File: src/rtl/pipe_reg_exmem_gen_if.sv
// EX->MEM bundle for the generalised EX/MEM pipeline register.
// The EX side drives master; the register itself connects as slave.
interface pipe_reg_exmem_gen_if #(
  parameter int DATA_LEN    = 32,
  parameter int REG_SIZE    = 5,
  parameter int CTRL_W      = 4,
  parameter int STALL_CNT_W = 8
);
  logic                   valid_i;
  logic [CTRL_W-1:0]      ctrl_i;
  logic [REG_SIZE-1:0]    rd_i;
  logic [DATA_LEN-1:0]    MuxResult_i;
  logic [DATA_LEN-1:0]    ALUResult_i;
  logic                   Data_Stall_i;
  logic                   flush_i;

  logic                   valid_o;
  logic [CTRL_W-1:0]      ctrl_o;
  logic [REG_SIZE-1:0]    rd_o;
  logic [DATA_LEN-1:0]    MuxResult_o;
  logic [DATA_LEN-1:0]    ALUResult_o;
  logic [2:0]             occupancy_o;
  logic [STALL_CNT_W-1:0] stall_cnt_o;

  modport master (
    output valid_i, ctrl_i, rd_i, MuxResult_i, ALUResult_i, Data_Stall_i, flush_i,
    input  valid_o, ctrl_o, rd_o, MuxResult_o, ALUResult_o, occupancy_o, stall_cnt_o
  );

  modport slave (
    input  valid_i, ctrl_i, rd_i, MuxResult_i, ALUResult_i, Data_Stall_i, flush_i,
    output valid_o, ctrl_o, rd_o, MuxResult_o, ALUResult_o, occupancy_o, stall_cnt_o
  );
endinterface

File: src/rtl/pipe_reg_exmem_gen.sv
// Parametrised EX/MEM pipeline register: DEPTH chained stages with valid bits,
// stall hold, flush/bubble insertion and a saturating consecutive-stall counter.
module pipe_reg_exmem_gen #(
  parameter int DATA_LEN    = 32,
  parameter int REG_SIZE    = 5,
  parameter int CTRL_W      = 4,
  parameter int DEPTH       = 1,
  parameter int STALL_CNT_W = 8
) (
  input  logic                 clk_i,
  input  logic                 rst_i,
  pipe_reg_exmem_gen_if.slave  bus
);

  if (DEPTH < 1 || DEPTH > 4) begin : gDepthCheck
    $error("pipe_reg_exmem_gen: DEPTH must be in 1..4");
  end

  typedef struct packed {
    logic [REG_SIZE-1:0] rd;
    logic [DATA_LEN-1:0] mux;
    logic [DATA_LEN-1:0] alu;
  } payload_t;

  logic [DEPTH-1:0]       stageValid;
  logic [CTRL_W-1:0]      stageCtrl [DEPTH];
  payload_t               stagePay  [DEPTH];
  logic [DEPTH-1:0]       nextValid;
  logic [2:0]             occupancy;
  logic [STALL_CNT_W-1:0] stallCnt;

  logic advance;
  assign advance = !bus.flush_i && !bus.Data_Stall_i;

  // Valid vector after the coming edge; occupancy is registered from it so it
  // tracks the stages on the same edge.
  always_comb begin
    // NOTE: defaulting every always_comb output first means no path can leave it unassigned, so no latch is inferred.
    nextValid = stageValid;
    if (bus.flush_i) begin
      nextValid = '0;
    end else if (!bus.Data_Stall_i) begin
      nextValid[0] = bus.valid_i;
      for (int k = 1; k < DEPTH; k++) nextValid[k] = stageValid[k-1];
    end
  end

  always_ff @(posedge clk_i or posedge rst_i) begin
    // NOTE: state uses non-blocking assignments so every stage reads its neighbour's pre-edge value.
    if (rst_i) begin
      stageValid <= '0;
      occupancy  <= '0;
      for (int k = 0; k < DEPTH; k++) begin
        stageCtrl[k] <= '0;
        stagePay[k]  <= '0;
      end
    end else begin
      stageValid <= nextValid;
      occupancy  <= 3'($countones(nextValid));
      if (bus.flush_i) begin
        // Flush only kills valid and ctrl; rd/data keep their contents.
        for (int k = 0; k < DEPTH; k++) stageCtrl[k] <= '0;
      end else if (advance) begin
        stageCtrl[0] <= bus.valid_i ? bus.ctrl_i : '0;
        stagePay[0]  <= '{rd: bus.rd_i, mux: bus.MuxResult_i, alu: bus.ALUResult_i};
        for (int k = 1; k < DEPTH; k++) begin
          stageCtrl[k] <= stageCtrl[k-1];
          stagePay[k]  <= stagePay[k-1];
        end
      end
    end
  end

  always_ff @(posedge clk_i or posedge rst_i) begin
    if (rst_i) begin
      stallCnt <= '0;
    end else if (bus.Data_Stall_i && !bus.flush_i) begin
      if (stallCnt != '1) stallCnt <= stallCnt + STALL_CNT_W'(1);
    end else begin
      stallCnt <= '0;
    end
  end

  assign bus.valid_o     = stageValid[DEPTH-1];
  assign bus.ctrl_o      = stageCtrl[DEPTH-1] & {CTRL_W{stageValid[DEPTH-1]}};
  assign bus.rd_o        = stagePay[DEPTH-1].rd;
  assign bus.MuxResult_o = stagePay[DEPTH-1].mux;
  assign bus.ALUResult_o = stagePay[DEPTH-1].alu;
  assign bus.occupancy_o = occupancy;
  assign bus.stall_cnt_o = stallCnt;

endmodule

File: src/flat_wrapper.sv
// flat-port wrapper written by rule: the top's interface ports become plain ports
module pipe_reg_exmem_gen_flat 
#(
  parameter int DATA_LEN    = 32,
  parameter int REG_SIZE    = 5,
  parameter int CTRL_W      = 4,
  parameter int DEPTH       = 1,
  parameter int STALL_CNT_W = 8
)
  (clk_i, rst_i, bus_valid_i, bus_ctrl_i, bus_rd_i, bus_MuxResult_i, bus_ALUResult_i, bus_Data_Stall_i, bus_flush_i, bus_valid_o, bus_ctrl_o, bus_rd_o, bus_MuxResult_o, bus_ALUResult_o, bus_occupancy_o, bus_stall_cnt_o);
  pipe_reg_exmem_gen_if #(.DATA_LEN(DATA_LEN), .REG_SIZE(REG_SIZE), .CTRL_W(CTRL_W), .STALL_CNT_W(STALL_CNT_W)) bus_i ();
  input  logic clk_i;
  input  logic rst_i;
  input wire logic [$bits(bus_i.valid_i)-1:0] bus_valid_i;
  input wire logic [$bits(bus_i.ctrl_i)-1:0] bus_ctrl_i;
  input wire logic [$bits(bus_i.rd_i)-1:0] bus_rd_i;
  input wire logic [$bits(bus_i.MuxResult_i)-1:0] bus_MuxResult_i;
  input wire logic [$bits(bus_i.ALUResult_i)-1:0] bus_ALUResult_i;
  input wire logic [$bits(bus_i.Data_Stall_i)-1:0] bus_Data_Stall_i;
  input wire logic [$bits(bus_i.flush_i)-1:0] bus_flush_i;
  output wire logic [$bits(bus_i.valid_o)-1:0] bus_valid_o;
  output wire logic [$bits(bus_i.ctrl_o)-1:0] bus_ctrl_o;
  output wire logic [$bits(bus_i.rd_o)-1:0] bus_rd_o;
  output wire logic [$bits(bus_i.MuxResult_o)-1:0] bus_MuxResult_o;
  output wire logic [$bits(bus_i.ALUResult_o)-1:0] bus_ALUResult_o;
  output wire logic [$bits(bus_i.occupancy_o)-1:0] bus_occupancy_o;
  output wire logic [$bits(bus_i.stall_cnt_o)-1:0] bus_stall_cnt_o;
  assign bus_i.valid_i = bus_valid_i;
  assign bus_i.ctrl_i = bus_ctrl_i;
  assign bus_i.rd_i = bus_rd_i;
  assign bus_i.MuxResult_i = bus_MuxResult_i;
  assign bus_i.ALUResult_i = bus_ALUResult_i;
  assign bus_i.Data_Stall_i = bus_Data_Stall_i;
  assign bus_i.flush_i = bus_flush_i;
  assign bus_valid_o = bus_i.valid_o;
  assign bus_ctrl_o = bus_i.ctrl_o;
  assign bus_rd_o = bus_i.rd_o;
  assign bus_MuxResult_o = bus_i.MuxResult_o;
  assign bus_ALUResult_o = bus_i.ALUResult_o;
  assign bus_occupancy_o = bus_i.occupancy_o;
  assign bus_stall_cnt_o = bus_i.stall_cnt_o;
  pipe_reg_exmem_gen #(.DATA_LEN(DATA_LEN), .REG_SIZE(REG_SIZE), .CTRL_W(CTRL_W), .DEPTH(DEPTH), .STALL_CNT_W(STALL_CNT_W)) u_core (.clk_i(clk_i), .rst_i(rst_i), .bus(bus_i));
endmodule
File: config.mk
export PLATFORM = sky130hd
export DESIGN_NAME = pipe_reg_exmem_gen_flat
export DESIGN_NICKNAME = d
export VERILOG_FILES = /design/src/rtl/pipe_reg_exmem_gen_if.sv /design/src/rtl/pipe_reg_exmem_gen.sv /design/src/flat_wrapper.sv
export SDC_FILE = /design/constraint.sdc
export NUM_CORES = 1
export LEC_CHECK = 0
export ABC_AREA = 1
export CAP_MARGIN = 20
export CELL_PAD_IN_SITES_DETAIL_PLACEMENT = 1
export CELL_PAD_IN_SITES_GLOBAL_PLACEMENT = 1
export CORE_ASPECT_RATIO = 1.5
export CORE_UTILIZATION = 29
export DETAILED_ROUTE_END_ITERATION = 6
export PLACE_DENSITY = 0.74
export SLEW_MARGIN = 20
export SYNTH_ARGS = -nofsm -noshare
export SYNTH_HDL_FRONTEND = slang
export SYNTH_SLANG_ARGS = --single-unit
File: constraint.sdc
create_clock -name clk_i -period 2.8 [get_ports clk_i]
set_input_delay 0.56 -clock clk_i [delete_from_list [all_inputs] [get_ports clk_i]]
set_output_delay 0.56 -clock clk_i [all_outputs]
set_load 0.05 [all_outputs]
== Yosys cells after proc, flatten, opt, wreduce, memory -nomap -nowiden ==
Cells that the tools add are included.

* Equality and inequality tests: 3
* Bitwise logic cells: 2
* Reduce and logical (&&, ||, !) cells: 6
* Add/sub/neg operators: 1
* Muxes and demuxes: 7

{| class="wikitable"
|+ Operator list
! kind !! count
|-
| 8-bit 2-to-1 mux || 2
|-
| 4-bit 2-to-1 mux || 3
|-
| 8-bit by 1-bit adder with 8-bit output, second input constant || 1
|-
| 8-bit != test, second input constant || 1
|-
| 4-bit bitwise AND || 1
|-
| 1-bit logical AND || 2
|-
| 1-bit zero test || 2
|-
| 1-bit 2-to-1 mux || 2
|-
| 2-bit by 1-bit != test with 1-bit output, second input constant || 1
|-
| 2-bit != test, second input constant || 1
|-
| 2-bit AND reduction || 1
|-
| 2-bit nonzero test || 1
|-
| 1-bit inverter || 1
|}

* Register bits after elaboration: 82
* Output and inout port bits: 85
* Word-level logic and storage cells: 25

== Longest topological paths before layout ==
* Depth after elaboration: 4
* Depth in mapped cells: 6
* Mapped depth without buffers: 6

== Worst setup path before layout ==
No wires, ideal clock.

* Path kind: register to output
* From: reg, netlist name u_core.bus.occupancy_o[0]
* To: out bus_ctrl_o[0]
* Required time: 2.240 ns
* Stages on the path, launching flop included: 3
* Buffers on the path: 0
* Arrival: 1.105 ns
* Slack: 1.135 ns
* Path through: dfrtp_1 > nand2_1 > inv_1

{| class="wikitable"
|+ RTL lines
! element !! RTL line !! text
|-
| to (decl) || flat_wrapper.sv:22 || <nowiki>output wire logic [$bits(bus_i.ctrl_o)-1:0] bus_ctrl_o;</nowiki>
|}

==> results.md <==
- Status: completed
- Leak: 2.49 nW
- Period utilization: 80.8%
- Clock transition at path regs: 0.06 ns
- Post-synth ARST share: 100%
- Worst IR Drop VDD: 0.333 mV
- Number of global-route vias before repair: 2770
- WP buf/inv: 2
- Finished Cell Area: 5620 um^2
- Worst slack, placed: 0.534 ns
- Simple-gate share of the synthesized area: 6.60%
- Clock Latency Late Sink: 0.33 ns
- Port Buf Inserts: 160
- Placement Cell Area: 5280 um^2
- Share of the synthesized area in the top cell type: 58.2%
- Number of synthesized flops with an enable pin: 0
- Worst-margin pin slew: 0.746 ns
- 1st-iter DRT viols: 39
- Fin Setup TNS: 0 ns
- Routed vias: 2485
- Crit path capture: bus_ctrl_o[3]
- Worst Hold Class: reg -> reg
- Count of final setup violators: 0
- CP Class: reg -> out
- Slew Viols, Final: 0
- Cells on worst reg2reg path: 5
- ANT nets after route: 0
- Mux contribution to synthesized area: 27.9%
- Area of the mapped netlist: 3530 um^2
- Top cell family by delay on the critical path: buffers and inverters
- Wire per inst: 16.2 um
- Seq/Total Area, Yosys: 58.2%
- Via/cell ratio: 4.40
- First-pass GRT wire length: 14400 um
- Global Route Usage Sum: 15.0%
- Final Util: 47.2%
- Compound-Gate Fraction of Synth Area: 1.03%
- Critical Path AT: 1.70 ns
- Ys Warns: 0
- I/O Pins: 163
- Die Span Y: 137 um
- Critical-path maximum fanout: 7
- Syn Inst Count: 239
- R2r startpoint: u_core.bus.stall_cnt_o[0]
- CP Cell Sequence: nand2_1 -> inv_1 -> clkdlybuf4s50_1
- Max Cap Viol: 0
- Crit-path slowest cell: clkdlybuf4s50_1
- # fillers: 1252
- CTS hold repair buffers: 0
- Achievable Freq: 442 MHz
- Xor-xnor portion of the synthesized cell area: 0%
- Post-synth top cells: 82 x dfrtp_1, 55 x mux2_4, 31 x nand2_1
- Main combinational cell family by area after synthesis: multiplexers
- DRC Markers: 0
- Synth cell types: 21
- Antenna diodes: 0
- # rows: 49
- Grt ovf: 0
- CP Capture Type: primary output
- Tmin final: 2.26 ns
- Power per Cell Area: 723 nW/um^2
- Die Area: 12600 um^2
- Most frequent cell after synthesis: dfrtp_1
- Worst setup SP type: flip-flop
- DRT Wirelength: 9160 um
- Setup Fix Bufs, Post-CTS: 0
- Placer Congestion: 0.721
- Area Overhead vs Synth: 59.2%
- CTS resizes: 0
- Clk_skew: 0.00695 ns
- Die W: 92.1 um
- Area leader, netlist: dfrtp_1
- CTS root buffer: clkbuf_16
- DP Wirelength: 6820 um
- Post-synthesis adder-cell area fraction: 0.355%
- Final setup margin: 0.538 ns
- Area of the core: 11900 um^2
- CTS buffer count: 9
- Clock Path Buffers: 2
- Initial Util: 29.7%
- Worst reg2reg path endpoint: u_core.bus.stall_cnt_o[0]
- Levels on crit path: 3
- Storage element area: 2050 um^2
- Router iterations before antenna repair: 4
- Synth top area cells: dfrtp_1 58%, mux2_4 23%, mux2_2 4.5%
- R2r setup slk: 1.34 ns
- Power Total: 4.06 mW
- H-tree level count: 3
- Average size of a mapped cell: 14.8 um^2
- Number of synthesized register bits: 82
- RSZ-0062 raised after global routing: false
- Slew headroom: 50.2%
- Crit path largest cell delay: 0.79 ns
- Crit path from: u_core.bus.occupancy_o[0]
- Initial antenna violation count: 0
- Most used flip-flop cell after synthesis: dfrtp_1
- Final-stage net count: 486
- CTS tree: yes
- WP data required: 2.24 ns
- Footprint of the multi-input gates: 1280 um^2
- Fin. Hold Viols: 0
- Clock tree sinks: 82
- Largest net degree at the start of global routing: 42
- Share of cells above drive strength 1: 23.1%
-- cell type report --
class	instances	share of cell area, %
clock buffers	11	4.14
clock inverters	5	1.83
inverters	13	0.891
multi-input cells	133	22.7
flip-flops and latches	82	36.5
well taps	153	3.41
repair buffers	168	30.5
-- cell usage in the layout (no fill, tap or decap), types with 3 or more instances in the layout --
cell and instances:
clkdlybuf4s50_1 160, dfrtp_1 82, mux2_4 55, nand2_1 31, mux2_2 14, nand3_1 13
inv_1 12, clkbuf_16 9, nor2_1 7, buf_4 4, buf_12 4, o21ai_0 3
bufinv_16 3
-- flip-flops by register name, summed over array words and instances (netlist names) --
signal / count
u_core.stageCtrl: 4
u_core.bus.MuxResult_o: 32
u_core.bus.ALUResult_o: 32
u_core.bus.rd_o: 5
u_core.bus.occupancy_o: 1
u_core.bus.stall_cnt_o: 8
-- through the flow --
step	std cells	hold slack, ns
floorplan	240	0.442
global placement	549	0.457
detailed placement	549	0.478
CTS	565	0.493
global route	565	0.528
finish	565	0.489
-- worst min-delay path, stage by stage, from the launching register on --
cell	delay (ns)
dfrtp_1	0.35
nand2_1	0.06
nand2_1	0.05
-- logic make-up (layout without fill, tap and decap cells) --
family / Yosys count / in the layout
AND/OR/NAND/NOR: 55 / 55
multiplexers: 69 / 69
adder cells (fa/ha/maj): 1 / 1
other: 1 / 2
AO/OA/AOI/OAI: 6 / 6
flip-flops: 82 / 82
buffers and inverters: 25 / 197
-- where the power goes --
part | total, mW | switching [mW] | internal (mW)
combinational | 1.29 | 0.744 | 0.548
sequential | 1.43 | 0.0922 | 1.34
clock | 1.34 | 0.467 | 0.871
total | 4.06 | 1.30 | 2.76
-- worst min-delay path by stage --
stage,startpoint,endpoint,slack (ns),depth (start not counted)
floorplan,u_core.stageCtrl[0],u_core.stageCtrl[0],0.44,2
CTS,u_core.stageCtrl[1],u_core.stageCtrl[1],0.49,2
detailed placement,u_core.stageCtrl[1],u_core.stageCtrl[1],0.48,2
finish,u_core.stageCtrl[3],u_core.stageCtrl[3],0.49,2
global route,u_core.stageCtrl[3],u_core.stageCtrl[3],0.53,2
global placement,u_core.stageCtrl[3],u_core.stageCtrl[3],0.46,2
-- per-layer routing --
| layer | share of wire [%] | GRT usage (%) |
|---|---|---|
| met5 | 0 | 0 |
| met4 | 1.4 | 5.73 |
| met3 | 5.7 | 3.67 |
| met2 | 57 | 27.8 |
| met1 | 36 | 16.3 |
(Power assumes the default switching activity.)
